<file path="src/rtl/axi_stream_strip_header.sv">
// Strips a 1..DATA_BYTE_WD byte header from the front of an AXI-Stream packet,
// presents it on a separate port, and realigns the payload MSB-first.
module axi_stream_strip_header #(
  parameter int DATA_WD      = 32,
  parameter int DATA_BYTE_WD = DATA_WD / 8,
  parameter int BYTE_CNT_WD  = $clog2(DATA_BYTE_WD)
) (
  input  logic                    clk,
  input  logic                    rst,
  input  logic                    valid_strip,
  input  logic [BYTE_CNT_WD-1:0]  byte_strip_cnt,
  output logic                    ready_strip,
  input  logic                    valid_in,
  input  logic [DATA_WD-1:0]      data_in,
  input  logic [DATA_BYTE_WD-1:0] keep_in,
  input  logic                    last_in,
  output logic                    ready_in,
  output logic                    valid_out,
  output logic [DATA_WD-1:0]      data_out,
  output logic [DATA_BYTE_WD-1:0] keep_out,
  output logic                    last_out,
  input  logic                    ready_out,
  output logic                    valid_header,
  output logic [DATA_WD-1:0]      data_header,
  output logic [DATA_BYTE_WD-1:0] keep_header,
  input  logic                    ready_header
);

  typedef enum logic [1:0] {IDLE, HEAD, BODY, FLUSH} state_t;

  state_t                  state;
  logic [BYTE_CNT_WD:0]    hlen;
  logic [BYTE_CNT_WD:0]    res_len;
  logic [BYTE_CNT_WD+3:0]  hlen_bits;
  logic [BYTE_CNT_WD+3:0]  res_bits;
  logic [DATA_WD-1:0]      res_data;
  logic [DATA_BYTE_WD-1:0] res_keep;
  logic [DATA_WD-1:0]      data_masked;
  logic [DATA_WD-1:0]      head_data;
  logic [DATA_BYTE_WD-1:0] head_keep;
  logic [DATA_WD-1:0]      tail_data;
  logic [DATA_BYTE_WD-1:0] tail_keep;
  logic                    out_free;
  logic                    hdr_free;
  logic                    in_fire;

  always_comb begin
    data_masked = '0;
    for (int unsigned i = 0; i < DATA_BYTE_WD; i++) begin
      data_masked[8*i +: 8] = keep_in[i] ? data_in[8*i +: 8] : 8'h00;
    end
  end

  // head_* are the first H bytes of the beat, right-aligned; tail_* are the
  // remaining W-H bytes, left-aligned so they can prefix the next beat.
  always_comb begin
    res_len   = (BYTE_CNT_WD+1)'(DATA_BYTE_WD) - hlen;
    hlen_bits = {hlen, 3'b000};
    res_bits  = {res_len, 3'b000};
    head_data = data_masked >> res_bits;
    head_keep = keep_in >> res_len;
    tail_data = data_masked << hlen_bits;
    tail_keep = keep_in << hlen;
  end

  assign out_free    = !valid_out || ready_out;
  assign hdr_free    = !valid_header || ready_header;
  assign ready_strip = (state == IDLE);
  assign ready_in    = ((state == HEAD) && hdr_free && out_free) ||
                       ((state == BODY) && out_free);
  assign in_fire     = valid_in && ready_in;

  always_ff @(posedge clk or posedge rst) begin
    if (rst) begin
      state        <= IDLE;
      hlen         <= '0;
      res_data     <= '0;
      res_keep     <= '0;
      valid_out    <= 1'b0;
      data_out     <= '0;
      keep_out     <= '0;
      last_out     <= 1'b0;
      valid_header <= 1'b0;
      data_header  <= '0;
      keep_header  <= '0;
    end else begin
      if (valid_out && ready_out) valid_out <= 1'b0;
      if (valid_header && ready_header) valid_header <= 1'b0;

      case (state)
        IDLE: begin
          if (valid_strip) begin
            hlen  <= {1'b0, byte_strip_cnt} + 1'b1;
            state <= HEAD;
          end
        end

        HEAD: begin
          if (in_fire) begin
            valid_header <= 1'b1;
            data_header  <= head_data;
            keep_header  <= head_keep;
            res_data     <= tail_data;
            res_keep     <= tail_keep;
            if (last_in) begin
              // Single-beat packet: whatever follows the header is the payload.
              if (|tail_keep) begin
                valid_out <= 1'b1;
                data_out  <= tail_data;
                keep_out  <= tail_keep;
                last_out  <= 1'b1;
              end
              state <= IDLE;
            end else begin
              state <= BODY;
            end
          end
        end

        BODY: begin
          if (in_fire) begin
            valid_out <= 1'b1;
            data_out  <= res_data | head_data;
            keep_out  <= res_keep | head_keep;
            res_data  <= tail_data;
            res_keep  <= tail_keep;
            if (last_in && (|tail_keep)) begin
              last_out <= 1'b0;
              state    <= FLUSH;
            end else if (last_in) begin
              last_out <= 1'b1;
              state    <= IDLE;
            end else begin
              last_out <= 1'b0;
            end
          end
        end

        FLUSH: begin
          if (out_free) begin
            valid_out <= 1'b1;
            data_out  <= res_data;
            keep_out  <= res_keep;
            last_out  <= 1'b1;
            state     <= IDLE;
          end
        end

        default: state <= IDLE;
      endcase
    end
  end

endmodule
</file>
<file path="config.mk">
export PLATFORM = sky130hd
export DESIGN_NAME = axi_stream_strip_header
export DESIGN_NICKNAME = d
export VERILOG_FILES = /design/src/rtl/axi_stream_strip_header.sv
export SDC_FILE = /design/constraint.sdc
export NUM_CORES = 1
export LEC_CHECK = 0
export ABC_AREA = 1
export BUFFER_PORTS_ARGS = -buffer_cell sky130_fd_sc_hd__buf_2
export CAP_MARGIN = 20
export CORE_ASPECT_RATIO = 0.5
export CORE_MARGIN = 4
export CORE_UTILIZATION = 56
export DETAILED_ROUTE_END_ITERATION = 10
export PLACE_DENSITY = 0.81
export SETUP_SLACK_MARGIN = 0.15
export SKIP_CTS_REPAIR_TIMING = 1
export SLEW_MARGIN = 15
export SYNTH_ARGS = -nofsm -noshare
export SYNTH_HDL_FRONTEND = slang
export SYNTH_SLANG_ARGS = --single-unit
</file>
<file path="constraint.sdc">
create_clock -name clk -period 5.5 [get_ports clk]
set_clock_uncertainty 0.1 [all_clocks]
set_input_delay 1.65 -clock clk [delete_from_list [all_inputs] [get_ports clk]]
set_output_delay 1.65 -clock clk [all_outputs]
set_load 0.05 [all_outputs]
</file>
# Yosys cells after proc, flatten, opt, wreduce, memory -nomap -nowiden
# Index checks and enable logic that the tools add are counted.
# word_totals
register_bits	116
in_bits	45
word_cells	92
# op_classes
n_addsub	2
n_eq_ne	10
n_shift	4
mux	42
n_bitwise	2
n_reduce_logical	21
# ops
operator	count
2-to-1 mux 32 bit	5
case mux 32 bit (3 select lines)	1
2-to-1 mux 8 bit	4
bitwise OR 32 bit	1
<< shifter 32 x 6 -> 32 bit	1
right shift 32 x 6 -> 32 bit	1
2-to-1 mux 4 bit	5
2-to-1 mux 1 bit	16
2-to-1 mux 2 bit	7
case mux 4 bit (3 select lines)	1
!= test 2 bit (second input constant)	5
case mux 2 bit (4 select lines)	1
logical AND 1 bit	7
case mux 1 bit (3 select lines)	2
AND reduction 2 bit	3
AND reduction 6 bit	1
AND reduction 5 bit	1
equality test 2 bit (second input constant)	2
bitwise OR 4 bit	1
OR reduction 4 bit	1
<< shifter 4 x 3 -> 4 bit	1
right shift 4 x 3 -> 4 bit	1
adder 2 x 1 -> 3 bit (second input constant)	1
logical OR 1 bit	3
other kinds (8)	9

# Logic depth before layout (Yosys ltp)
# logic_depth
ltp_word	8
depth_mapped	14
mapped_depth_nobuf	13

# Least setup slack after synthesis
# Ideal clock, no wire load.
# synth_timing
path_kind	input to output
from	input ready_out
to	output ready_in
arrival_time_ns	2.171
path_slack_ns	1.579
cell_stages	4
n_path_buf	0
cell_sequence	nor2_1 > nor2_1 > nand2_1 > inv_1
# synth_via
elab_chain_cells	3
word_cells_on_any_way	4
# synth_lines
element	line_no	rtl
start, declared	22	input logic ready_out,
logical OR 1 bit (*)	66	assign out_free = !valid_out || ready_out;
logical AND 1 bit, on equally long branches	69, 70	
logical OR 1 bit (*)	69	assign ready_in = ((state == HEAD) && hdr_free && out_free) ||
end, declared	17	output logic ready_in,
# Every way passes the cells marked *; elsewhere a longest branch is shown, timed or not.

# Worst setup path after layout
# Same ends and word-level chain as after synthesis.

==> summary.txt <==
Power and ir drop
  • Switching pwr: 2740 uW
  • Gate power share: 51.2%
  • Pleak: 0.00413 uW
  • Sequential share of power: 24.6%
  • Switching part of the total power: 50.2%
  • Maximum vdd ir drop: 0.447 mV
  • P_int: 2710 uW
  • Clock group share of total power: 24.2%
  • PwrDens: 715 nW/um^2

Critical path
  • Max stage delay on crit path: 0.21 ns
  • Worst-path fanout max: 4
  • Setup CP Type: in -> out
  • CP Capture Type: primary output
  • Worst path bufs/invs: 3
  • Reg2Reg Setup Slack: 1.92 ns
  • WP data arrival: 2.33 ns
  • Critical path data required time: 3.75 ns
  • Delay-heaviest family, CP: simple AND/OR/NAND/NOR gates
  • Slowest-stage cell, CP: nor2_1
  • Startpoint Class: input pin
  • Crit path cell chain: buf_2 > nor2_1 > nor2_1 > nand2_1 > inv_1 > buf_2

Logic synthesis
  • Yosys top cell by area: dfrtp_1
  • Syn avg cell area: 7.06 sq um
  • Number of enable flip-flop cells after synthesis: 0
  • Post-synth top area share: 46.2%
  • Syn_nets: 942
  • Mapped Area: 6290 sq um
  • Synth area leaders: dfrtp_1 (46%), nand2_1 (22%), o21ai_0 (9.0%), nor2_1 (4.2%), inv_1 (3.2%)
  • Synth unique cells: 33
  • Register area share after synthesis: 46.2%
  • Top_reg_cell synth: dfrtp_1
  • Post-synth ARST share: 100%
  • Post-synthesis cell count: 891
  • Yosys reg bits: 116
  • Synth warn: 0

STA
  • Post-route setup TNS: 0 ns
  • Part of the cycle the worst path needs: 74.1%
  • Hold Vio Cnt, Final: 0
  • Fmax: 245 MHz
  • Finish-stage setup viols: 0
  • Slew headroom: 34.3%
  • Slew at the pin closest to its max-slew limit: 0.985 ns
  • RSZ-0062 raised after global routing: no
  • Period minus WS final: 4.08 ns
  • Final Hold Slack: 0.372 ns
  • Slew Limit Fails: 0

Floorplan
  • Die area: 13,100 sq um
  • Core ar.: 11,000 sq um
  • I/O Pins: 122
  • Die X: 158 um
  • Die height: 82.9 um
  • FP Rows: 27
  • Initial Util: 57.3%

Clocking
  • Number of CTS-inserted buffers: 17
  • Clock insertion delay at the later pin of the skew report: 0.41 ns
  • Root Buffer: clkbuf_16
  • CTS Sinks: 116
  • Depth of the CTS H-tree: 4
  • Worst-path clk slew: 0.05 ns
  • Max clock buf depth: 2
  • CTS tree: done

Min path
  • Worst hold-check path type: reg -> reg

Global routing
  • GRT Resource Usage Total: 31.8%
  • First-pass GRT wire length: 32,500 um
  • Vias in the first global route: 6,118
  • Initial antenna violation count: 0
  • GR Overflow Total: 0
  • Largest net degree at the start of global routing: 56

Detailed routing
  • Avg WL per Cell: 17.7 um
  • Total number of vias: 6,442
  • Vias per cell: 5.59
  • Routed Antenna Nets: 0
  • Detailed Route WL: 20,300 um
  • Drt first pass iters: 5
  • # DRC: 0
  • Iter 0 DRT Violations: 757

Finish
  • Area Growth Syn to Fin: 21.3%
  • Footprint of the multi-input gates: 2930 sq um
  • Fill cells: 915
  • ANT cells: 0
  • Fin nets: 1,045
  • Share of post-route cells with drive strength above 1: 18.5%
  • Reg area: 2900 sq um
  • Final instance area: 7620 sq um

Placed design
  • Dpl hpwl: 14,500 um
  • Placer Congestion: 1.02
  • Dpl cell area: 6930 sq um
  • I/O Buffers: 121

Job
  • Max-Cap Viols: 0

Status
  • Status: finished clean
-- through the flow --
stage	cells	power (uW)	utilization, %	worst slack (ns)
2_1_floorplan	891	3410	-	0.678
3_3_place_gp	1120	4010	63.1	1.45
3_5_place_dp	1120	4070	63.1	1.43
4_1_cts	1152	5410	69.4	1.43
5_1_grt	1152	5760	69.4	1.34
6_report	1152	5450	69.4	1.42
-- synthesized netlist by cell type (all sizes together), types with 6 or more instances --
| library cell | count |
|---|---|
| nand2 | 368 |
| o21ai | 128 |
| dfrtp | 116 |
| nor2 | 74 |
| inv | 61 |
| a21oi | 29 |
| buf | 23 |
| clkbuf | 23 |
| nand3 | 20 |
| nor3 | 12 |
| o211ai | 8 |
| or2 | 8 |
| ha | 6 |
| nand4 | 6 |
-- kinds of logic (layout without fill, tap and decap cells) --
family / after synthesis / in the layout / share of synthesized area (%)
fa+ha+maj: 6 / 6 / 1.19
simple gates: 489 / 489 / 31.0
compound gates: 170 / 170 / 14.0
buf+inv: 107 / 223 / 7.19
flops: 116 / 116 / 46.2
mux: 1 / 1 / 0.179
xor+xnor: 2 / 2 / 0.279
-- metal layers --
layer	global-route usage, %	vias to the layer above	wire (um)
met5	0	-	0
met2	44.6	383	8570
met3	8.28	35	2350
met1	49.3	2984	9130
met4	7.26	0	292
li1	-	3040	-
-- worst min-delay path, cell delays in order (launching register included) --
cell,delay (ns)
dfrtp_1,0.33
nand2_1,0.05
nand2_1,0.05
-- final cells by class --
| class | instances | area share, % |
|---|---|---|
| repair buffers | 130 | 8.83 |
| flip-flops and latches | 116 | 38.1 |
| multi-input cells | 668 | 38.5 |
| well taps | 145 | 2.38 |
| clock buffers | 19 | 5.81 |
| inverters | 61 | 3.07 |
| clock inverters | 13 | 3.33 |
-- power groups by stage --
stage	clock network (uW)	registers, uW	logic (uW)
final	1320	1340	2790
after global routing	1360	1370	3030
after CTS	1320	1340	2750
after detailed placement	0	1340	2730
after global placement	0	1330	2680
after floorplan	0	1940	1470
-- sequential cells by signal, summed over array words and instances (netlist names) --
signal        flops
valid_header      1
valid_out         1
res_keep          4
data_header      32
data_out         32
hlen              3
res_data         32
keep_header       4
keep_out          4
state             2
last_out          1
-- worst paths after layout --
| kind | cells after the start | end | startpoint |
|---|---|---|---|
| worst max-delay path | 6 | ready_in | ready_out |
| worst min-delay path | 2 | data_out[28]$_DFFE_PP0P_ | data_out[28]$_DFFE_PP0P_ |
| worst max register to register | 7 | data_header[25]$_DFFE_PP0P_ | hlen[1]$_DFFE_PP0P_ |
| worst min register to register | 2 | data_out[28]$_DFFE_PP0P_ | data_out[28]$_DFFE_PP0P_ |
| max in group asynchronous | 3 | data_out[15]$_DFFE_PP0P_ | rst |
| min in group asynchronous | 2 | data_header[25]$_DFFE_PP0P_ | rst |
-- layout by cell type (no fill, tap or decap), types with 2 or more instances in the layout --
cell type | netlist | layout
buf_2 | 17 | 121
inv_2 | 6 | 6
clkinv_2 | 0 | 2
a21oi_1 | 29 | 29
nand2_1 | 364 | 364
o21ai_0 | 113 | 113
inv_4 | 1 | 2
nand3_1 | 20 | 20
nand2_2 | 3 | 3
dfrtp_1 | 116 | 116
o22ai_1 | 2 | 2
ha_1 | 6 | 6
nand4_1 | 6 | 6
bufinv_16 | 0 | 7
o211ai_1 | 8 | 8
nor2_1 | 71 | 70
buf_4 | 3 | 9
nor2_2 | 2 | 3
or2_2 | 7 | 7
nor3_1 | 11 | 11
o21ai_1 | 15 | 15
o21a_1 | 2 | 2
inv_1 | 54 | 53
clkbuf_16 | 0 | 17
clkinv_4 | 0 | 3
No activity file was read; power rests on OpenSTA's default activity.
